$ cat src/rtl/fp_wire.sv
// ---------------------------------------------------------------------------
// fp_wire: shared FP min/max operand types and constants.
//   fp_max_in_type : record consumed by the FP min/max datapath.
//   fp_prep_type   : single-operand prep result {data, ext, cls}.
//   FP_CLASS_*     : one-hot class bit positions (RISC-V fclass order).
//   FP_CNAN_S/D    : canonical quiet NaNs (single NaN-boxing-free form, double).
// ---------------------------------------------------------------------------
package fp_wire;

    localparam int unsigned FP_XLEN    = 64;
    localparam int unsigned FP_EXT_W   = 65;
    localparam int unsigned FP_CLASS_W = 10;

    localparam int unsigned FP_CLASS_NINF  = 0;
    localparam int unsigned FP_CLASS_NNORM = 1;
    localparam int unsigned FP_CLASS_NSUB  = 2;
    localparam int unsigned FP_CLASS_NZERO = 3;
    localparam int unsigned FP_CLASS_PZERO = 4;
    localparam int unsigned FP_CLASS_PSUB  = 5;
    localparam int unsigned FP_CLASS_PNORM = 6;
    localparam int unsigned FP_CLASS_PINF  = 7;
    localparam int unsigned FP_CLASS_SNAN  = 8;
    localparam int unsigned FP_CLASS_QNAN  = 9;

    localparam logic [FP_XLEN-1:0] FP_CNAN_S = 64'h0000_0000_7FC0_0000;
    localparam logic [FP_XLEN-1:0] FP_CNAN_D = 64'h7FF8_0000_0000_0000;

    typedef struct packed {
        logic [FP_XLEN-1:0]    data1;
        logic [FP_XLEN-1:0]    data2;
        logic [FP_EXT_W-1:0]   ext1;
        logic [FP_EXT_W-1:0]   ext2;
        logic [FP_CLASS_W-1:0] class1;
        logic [FP_CLASS_W-1:0] class2;
        logic [1:0]            fmt;
        logic [2:0]            rm;
    } fp_max_in_type;

    typedef struct packed {
        logic [FP_XLEN-1:0]    data;
        logic [FP_EXT_W-1:0]   ext;
        logic [FP_CLASS_W-1:0] cls;
    } fp_prep_type;

endpackage

$ cat src/rtl/fp_max_prep_op.sv
// ---------------------------------------------------------------------------
// fp_max_prep_op: combinational single-operand prep (classify, extend,
// optional NaN-box check). Build option: FP_PREP_NANBOX_EN enables NaN-box
// checking with canonical-NaN substitution for single-precision operands.
//   data_i    : raw 64-bit register-file operand
//   fmt_i     : 0 = single, otherwise treated as double
//   prep_c_o  : {data, ext, cls} (combinational)
// ---------------------------------------------------------------------------
module fp_max_prep_op
    import fp_wire::*;
(
    input  logic [63:0] data_i,
    input  logic [1:0]  fmt_i,
    output fp_prep_type prep_c_o
);

    logic        is_single;
    logic [63:0] data;
    logic        sgn;
    logic        exp_ones;
    logic        exp_zero;
    logic        man_zero;
    logic        man_msb;
    logic [64:0] ext;
    logic [9:0]  cls;

    // Effective operand and its sign/exponent/mantissa summary
    always_comb begin
        is_single = (fmt_i == 2'd0);
        data      = data_i;
`ifdef FP_PREP_NANBOX_EN
        if (is_single && (data_i[63:32] != 32'hFFFF_FFFF)) begin
            data = FP_CNAN_S;
        end
`endif
        if (is_single) begin
            sgn      = data[31];
            exp_ones = &data[30:23];
            exp_zero = ~|data[30:23];
            man_zero = ~|data[22:0];
            man_msb  = data[22];
            ext      = {data[31], 33'b0, data[30:0]};
        end else begin
            sgn      = data[63];
            exp_ones = &data[62:52];
            exp_zero = ~|data[62:52];
            man_zero = ~|data[51:0];
            man_msb  = data[51];
            ext      = {data[63], 1'b0, data[62:0]};
        end
    end

    // One-hot fclass
    always_comb begin
        cls = '0;
        if (exp_ones) begin
            if (man_zero)     cls[sgn ? FP_CLASS_NINF : FP_CLASS_PINF] = 1'b1;
            else if (man_msb) cls[FP_CLASS_QNAN] = 1'b1;
            else              cls[FP_CLASS_SNAN] = 1'b1;
        end else if (exp_zero) begin
            if (man_zero)     cls[sgn ? FP_CLASS_NZERO : FP_CLASS_PZERO] = 1'b1;
            else              cls[sgn ? FP_CLASS_NSUB : FP_CLASS_PSUB] = 1'b1;
        end else begin
            cls[sgn ? FP_CLASS_NNORM : FP_CLASS_PNORM] = 1'b1;
        end
    end

    assign prep_c_o = '{data: data, ext: ext, cls: cls};

endmodule

$ cat src/rtl/fp_max_prep.sv
// ---------------------------------------------------------------------------
// fp_max_prep: registered operand-prep stage ahead of the FP min/max unit.
// Build option: FP_PREP_NANBOX_EN (see fp_max_prep_op).
//   clk, rst_n             : clock, async active-low reset
//   flush_i                : synchronous kill of output and skid entries
//   in_valid_i/in_ready_o  : operand handshake (in_ready_o registered)
//   in_data1_i/in_data2_i  : raw operands; in_fmt_i, in_rm_i, in_tag_i
//   out_valid_o/out_ready_i: record handshake
//   fp_max_o, out_tag_o    : prepared record and its tag
// ---------------------------------------------------------------------------
module fp_max_prep
    import fp_wire::*;
#(
    parameter int unsigned TAG_W = 4
) (
    input  logic             clk,
    input  logic             rst_n,
    input  logic             flush_i,
    input  logic             in_valid_i,
    output logic             in_ready_o,
    input  logic [63:0]      in_data1_i,
    input  logic [63:0]      in_data2_i,
    input  logic [1:0]       in_fmt_i,
    input  logic [2:0]       in_rm_i,
    input  logic [TAG_W-1:0] in_tag_i,
    output logic             out_valid_o,
    input  logic             out_ready_i,
    output fp_max_in_type    fp_max_o,
    output logic [TAG_W-1:0] out_tag_o
);

    fp_prep_type   prep1_c;
    fp_prep_type   prep2_c;
    fp_max_in_type in_rec_c;

    fp_max_prep_op u_op1 (.data_i(in_data1_i), .fmt_i(in_fmt_i), .prep_c_o(prep1_c));
    fp_max_prep_op u_op2 (.data_i(in_data2_i), .fmt_i(in_fmt_i), .prep_c_o(prep2_c));

    assign in_rec_c = '{data1: prep1_c.data, data2: prep2_c.data,
                        ext1: prep1_c.ext, ext2: prep2_c.ext,
                        class1: prep1_c.cls, class2: prep2_c.cls,
                        fmt: in_fmt_i, rm: in_rm_i};

    logic              out_valid_q, out_valid_d;
    fp_max_in_type     out_q, out_d;
    logic [TAG_W-1:0]  out_tag_q, out_tag_d;
    logic              skid_valid_q, skid_valid_d;
    fp_max_in_type     skid_q, skid_d;
    logic [TAG_W-1:0]  skid_tag_q, skid_tag_d;
    logic              in_ready_q, in_ready_d;

    logic in_xfer;
    logic out_load;

    // Output/skid steering; skid always drains before newer input
    always_comb begin
        out_valid_d  = out_valid_q;
        out_d        = out_q;
        out_tag_d    = out_tag_q;
        skid_valid_d = skid_valid_q;
        skid_d       = skid_q;
        skid_tag_d   = skid_tag_q;
        in_xfer      = in_valid_i && in_ready_q;
        out_load     = !out_valid_q || out_ready_i;

        if (flush_i) begin
            out_valid_d  = 1'b0;
            skid_valid_d = 1'b0;
        end else if (out_load) begin
            if (skid_valid_q) begin
                // in_ready_q is low whenever skid is full, so no input here
                out_d        = skid_q;
                out_tag_d    = skid_tag_q;
                out_valid_d  = 1'b1;
                skid_valid_d = 1'b0;
            end else begin
                out_valid_d = in_xfer;
                if (in_xfer) begin
                    out_d     = in_rec_c;
                    out_tag_d = in_tag_i;
                end
            end
        end else if (in_xfer) begin
            skid_d       = in_rec_c;
            skid_tag_d   = in_tag_i;
            skid_valid_d = 1'b1;
        end

        in_ready_d = !skid_valid_d;
    end

    // Stage registers
    always_ff @(posedge clk or negedge rst_n) begin
        if (!rst_n) begin
            out_valid_q  <= 1'b0;
            out_q        <= '0;
            out_tag_q    <= '0;
            skid_valid_q <= 1'b0;
            skid_q       <= '0;
            skid_tag_q   <= '0;
            in_ready_q   <= 1'b1;
        end else begin
            out_valid_q  <= out_valid_d;
            out_q        <= out_d;
            out_tag_q    <= out_tag_d;
            skid_valid_q <= skid_valid_d;
            skid_q       <= skid_d;
            skid_tag_q   <= skid_tag_d;
            in_ready_q   <= in_ready_d;
        end
    end

    assign in_ready_o  = in_ready_q;
    assign out_valid_o = out_valid_q;
    assign fp_max_o    = out_q;
    assign out_tag_o   = out_tag_q;

endmodule

$ cat config.mk
export PLATFORM = sky130hd
export DESIGN_NAME = fp_max_prep
export DESIGN_NICKNAME = d
export VERILOG_FILES = /design/src/rtl/fp_wire.sv /design/src/rtl/fp_max_prep_op.sv /design/src/rtl/fp_max_prep.sv
export SDC_FILE = /design/constraint.sdc
export NUM_CORES = 1
export LEC_CHECK = 0
export ABC_AREA = 1
export ABC_CLOCK_PERIOD_IN_PS = 2100
export CORE_MARGIN = 2
export CORE_UTILIZATION = 51
export DETAILED_ROUTE_END_ITERATION = 16
export PLACE_DENSITY = 0.91
export SKIP_LAST_GASP = 1
export SLEW_MARGIN = 20
export SYNTH_ARGS = -nofsm -noshare
export SYNTH_HDL_FRONTEND = slang
export SYNTH_SLANG_ARGS = --single-unit
$ cat constraint.sdc
create_clock -name clk -period 2.1 [get_ports clk]
set_input_delay 0.21 -clock clk [delete_from_list [all_inputs] [get_ports clk]]
set_output_delay 0.21 -clock clk [all_outputs]
set_load 0.005 [all_outputs]
Yosys cells after proc, flatten, opt, wreduce, memory -nomap -nowiden
Cells that the tools add are included.

operators by class
  magnitude comparators = 16
  multiplexer cells = 60
  bitwise gates (word level) = 2
  reduce and logical (&&, ||, !) cells = 37

operators by type and width
  operator               count
  $mux W283              2
  $ge A32 B1 Y1 const B  8
  $lt A32 B5 Y1 const B  8
  $mux W65               2
  $reduce_or A52 Y1      2
  $mux W10               6
  $reduce_or A23 Y1      2
  $demux W1 S4           8
  $mux W1                28
  $mux W3                8
  $reduce_and A11 Y1     2
  $reduce_or A11 Y1      2
  $mux W8                2
  $reduce_and A8 Y1      2
  $reduce_or A8 Y1       2
  $logic_not A1 Y1       10
  $logic_and A1 B1 Y1    9
  $mux W4                2
  $reduce_and A3 Y1      2
  $mux W2                2
  $reduce_bool A2 Y1     2
  $logic_not A2 Y1       1
  $not A1 Y1             2
  $logic_or A1 B1 Y1     1

word-level totals
  register bits after elaboration = 577
  bits of input ports = 142
  output and inout port bits = 289
  logic and storage cells = 136

Longest topological paths before layout
  word-level depth = 12
  mapped depth = 10
  gate-level depth less buffers = 10

By module
Synthesis repeated with hierarchy kept, for this count alone.

unflattened totals
  cells, all modules = 3966
  area, all modules = 29037.8 um2

by module, submodules not included
  module                   times used  cells each  area an instance (um2)  seq. area each (um2)
  fp_max_prep              1           3425        26113.8                 14440.1
  fp_max_prep_op at u_op2  1           271         1462.7                  0.0
  fp_max_prep_op at u_op1  1           270         1461.4                  0.0

Worst setup path before layout
Ideal clock, no wire load.

  kind = flip-flop to flip-flop
  start point = register in_ready_q, in the netlist in_ready_o
  end point = register out_q, in the netlist fp_max_o[277]
  library setup time = 119 ps
  arrival = 1423 ps
  data required time = 1981 ps
  slack = 558 ps
  cell stages (with the launch flop) = 9
  path buffers = 2
  period minus slack after synthesis = 1542 ps
  path through = dfstp_2 nand2_1 nand2_1 nand3_2 buf_4 inv_2 buf_2 nand3_1 o21a_1

on the way
  word-level cells in the longest chain between the ends = 3

RTL lines
  element                       line                text
  start: declaration            fp_max_prep.sv:50   logic in_ready_q, in_ready_d;
  start signal: assignment      fp_max_prep.sv:109  in_ready_q <= in_ready_d;
  $logic_and A1 B1 Y1           fp_max_prep.sv:63   in_xfer = in_valid_i && in_ready_q;
  $reduce_bool A2 Y1 (no line)  -
  $reduce_and A3 Y1 (no line)   -
  end signal: assignment        fp_max_prep.sv:104  out_q <= out_d;
  end: declaration              fp_max_prep.sv:45   fp_max_in_type out_q, out_d;

No other way between the ends.
A chain may end at the register's enable or synchronous reset.

Worst setup path after layout
  start point = register in_ready_q, in the netlist in_ready_o
  end point = output port in_ready_o

RTL lines
  element           line               text
  end: declaration  fp_max_prep.sv:20  output logic in_ready_o,

No word-level cell between the ends.

==> results list <==
- The flow ran to the end, and the final reports show no timing, DRC or antenna violations.
- Summed over all failing endpoints, the final setup total negative slack is 0 ns.
- CTS root buf: sky130_fd_sc_hd__clkbuf_16
- Along the worst path, the maximum fanout reaches 2.
- Based on the critical path, the design can be clocked at up to 551 MHz.
* Die X-Extent: 202 um
- STA puts the critical path data required time at 1.89 ns.
- The first routing iteration left 1,441 violations.
- The first TritonRoute pass finished after 6 iterations.
- Across every metal layer, demand over resource in global routing totals 0.290.
- The via count of the first global-routing pass was 17,900.
- For this run, the slowest stage of the critical path takes 0.53 ns.
- In this run the tightest slew margin relative to its limit is 0.629.
* Layout cells sized above 1: 0.0624
- The worst setup path is launched from a flip-flop.
- FFs w/ async S/R, synth: 1.00
* Aggregate global routing overflow: 0
- Total number of clock tree sinks: 449
- The floorplan step set the die height to 202 um.
* P per Cell Area: 984 nW/um2
- Clock-pin slew of the registers on the worst-case setup and hold paths: 0.06 ns
* Placed instance count: 3,219
* Residual DRC: 0
- Post-synth EDFFs: 0
- Global-route wire length before repair: 95.0 mm
* Initial Util: 0.517
- In this run, CTS created clock tree buffers numbering 46.
- Clock latency on the worst-skew pair: 0.57 ns
- Final routed wirelength across all metal layers: 59.2 mm
- Among all flip-flop cells after synthesis, the most frequent one is sky130_fd_sc_hd__dfrtp_1.
- The number of hold violations in the final report is 0.
- Area of the core: 38,600 um2
* Worst Setup End Kind: output port
* Share of the clock period used by the worst path after layout: 0.865
- CP top delay family: flip-flops
* Category of the most critical setup path: flip-flop to output port
- Fill cells: 2,763
- Between clock sinks in the finished design, the worst skew comes to 0.0110 ns.
* Average cell area after synthesis: 8.28 um2
- TritonCTS built the clock tree.
- Worst-margin pin slew: 0.556 ns
* Input/output buffers: 428
* Final RePlAce weighted congestion: 0.884
* RSZ-0062 raised after global routing: false
- Total area of sequential cells: 11,200 um2
* Critical path buffer and inverter count: 1
- The area growth from synthesis to layout is 31.6%.
- Critical path data arrival time: 1.61 ns
- Number of buffers between clock root and the deepest sink: 3
* Vias per inst: 5.51
* H-tree depth: 2
- Leakage Power: 12.6 nW
* Share of the yosys chip area belonging to registers: 0.562
* Critical-path cell list: clkdlybuf4s50_1
* Worst voltage drop across the vdd grid: 0.000638 V
- Counting distinct cell types in the post-synthesis netlist gives 32.
- In the synthesized netlist, the number of instances is 2,415.
- Post-CTS repair timing setup buffer count: 0
* Die Area: 40,800 um2
* Average wire per standard cell: 17.9 um
- For this design the top-level I/O count stands at 431.
* Final design utilization: 0.681
- In this run the cell area of the synthesized design comes to 20,000 um2.
- Across the run, the number of max-cap violations was 0.
- The Yosys step of the flow raised 0 warnings.
- Post-synthesis sequential element count: 449
* Max-slew violation count: 0
* Antenna violations before repair: 1
- Worst path slowest cell: sky130_fd_sc_hd__dfstp_2
- Summing over every cut layer, the via total after detailed routing is 18,200.
* Final setup violating endpoints: 0
- Entering global routing, the biggest net connects 112 pins.
- Worst hold-check path type: input port to asynchronous set/reset pin
* Multi-input logic area: 7060 um2
* Antenna viol nets, final: 0
- Number of placement rows: 72
* Minimum clock period after layout: 1.82 ns
* NumNets Final: 2,892
* Hpwl dp: 40.4 mm
- Excluding fillers, the count of instances in the completed layout stands at 3,307.
per-layer routing:
layer,track usage,routed length (um),part of all wire,up-vias
met4,0.139,2610,0.044,0
met2,0.472,28200,0.48,1012
met1,0.372,23000,0.39,8661
met5,0,0,0,-
met3,0.0619,5390,0.091,173
li1,-,-,-,8372
synth_stat cells, types with 16 or more instances:
| master | number | area, um2 |
|---|---|---|
| sky130_fd_sc_hd__a21oi_1 | 77 | 385 |
| sky130_fd_sc_hd__buf_2 | 63 | 315 |
| sky130_fd_sc_hd__buf_4 | 71 | 533 |
| sky130_fd_sc_hd__clkbuf_1 | 73 | 274 |
| sky130_fd_sc_hd__dfrtp_1 | 448 | 11200 |
| sky130_fd_sc_hd__inv_1 | 137 | 514 |
| sky130_fd_sc_hd__nand2_1 | 797 | 2990 |
| sky130_fd_sc_hd__nand3_1 | 68 | 340 |
| sky130_fd_sc_hd__nand4_1 | 16 | 100 |
| sky130_fd_sc_hd__nor2_1 | 150 | 563 |
| sky130_fd_sc_hd__o21a_1 | 32 | 240 |
| sky130_fd_sc_hd__o21ai_0 | 279 | 1400 |
| sky130_fd_sc_hd__o21ai_1 | 146 | 731 |
layout by cell type, fill, tap and decap left out, types with 3 or more instances in the layout:
cell type and n:
sky130_fd_sc_hd__a21oi_1 77, sky130_fd_sc_hd__buf_12 22, sky130_fd_sc_hd__buf_4 48, sky130_fd_sc_hd__bufinv_16 9, sky130_fd_sc_hd__clkbuf_1 8, sky130_fd_sc_hd__clkbuf_16 49, sky130_fd_sc_hd__clkbuf_8 7, sky130_fd_sc_hd__clkdlybuf4s50_1 427
sky130_fd_sc_hd__clkinv_2 11, sky130_fd_sc_hd__dfrtp_1 447, sky130_fd_sc_hd__inv_1 137, sky130_fd_sc_hd__inv_2 6, sky130_fd_sc_hd__nand2_1 797, sky130_fd_sc_hd__nand2_2 3, sky130_fd_sc_hd__nand3_1 68, sky130_fd_sc_hd__nand4_1 16
sky130_fd_sc_hd__nor2_1 150, sky130_fd_sc_hd__nor2_2 3, sky130_fd_sc_hd__nor3_1 6, sky130_fd_sc_hd__o21a_1 32, sky130_fd_sc_hd__o21ai_0 279, sky130_fd_sc_hd__o21ai_1 146, sky130_fd_sc_hd__o21ai_2 4, sky130_fd_sc_hd__o31ai_1 14
flip-flops by register name (all words and copies together), names as in the netlist:
name,cells
in_ready_o,1
skid_q,219
out_valid_o,1
out_tag_o,4
skid_valid_q,1
skid_tag_q,4
fp_max_o,219
final timing paths:
kind,end,start,slack (ns),cells past startpoint
max,in_ready_o,in_ready_o$_DFF_PN1_,0.28,1
min,fp_max_o[2]$_DFFE_PN0P_,rst_n,0.18,2
max reg2reg,fp_max_o[229]$_DFFE_PN0P_,skid_valid_q$_DFF_PN0_,0.31,7
min reg2reg,skid_q[251]$_DFFE_PN0P_,skid_q[251]$_DFFE_PN0P_,0.47,2
max in group asynchronous,in_ready_o$_DFF_PN1_,rst_n,1.10,3
min in group clk,skid_q[2]$_DFFE_PN0P_,in_rm_i[2],0.22,3
logic make-up (layout without fill, tap and decap cells):
group                  count (synthesis)  after routing  synth area share
AND/OR/NAND/NOR                     1050           1050             0.206
AO/OA/AOI/OAI                        556            556             0.146
flip-flops                           449            449             0.562
buffers and inverters                359            731            0.0854
other                                  1              3          0.000188
what timing repair did:
action                                 4_1_cts  5_1_grt
hold buffers                                 1        0
endpoints found under the hold margin       44        0
gates resized for setup                      0        0
cell type report:
| type | count | area share |
|---|---|---|
| Antenna cell | 1 | 0.0000951 |
| Clock buffer | 64 | 0.0514 |
| Clock inverter | 22 | 0.0131 |
| Inverter | 146 | 0.0214 |
| Multi-Input combinational cell | 1608 | 0.268 |
| Sequential cell | 449 | 0.427 |
| Tap cell | 518 | 0.0246 |
| Timing Repair Buffer | 499 | 0.194 |
metrics by stage:
stage / instance area [um2] / hold WS, ns / worst slack, ns / power (mW)
floorplan: 20000 / -0.0856 / 0.558 / 13.7
global placement: 24600 / 0.207 / -0.114 / 16.5
detailed placement: 24600 / 0.205 / -0.142 / 16.8
CTS: 26300 / 0.182 / 0.252 / 26.0
global route: 26300 / 0.207 / 0.194 / 27.1
finish: 26300 / 0.184 / 0.284 / 25.9
power breakdown:
part / internal (mW) / leakage (nW) / switching (mW)
clock network: 5.62 / 0.835 / 3.48
logic: 2.83 / 6.13 / 2.41
registers: 10.4 / 5.63 / 1.11
Note: power is estimated with default switching activity, not from simulation.
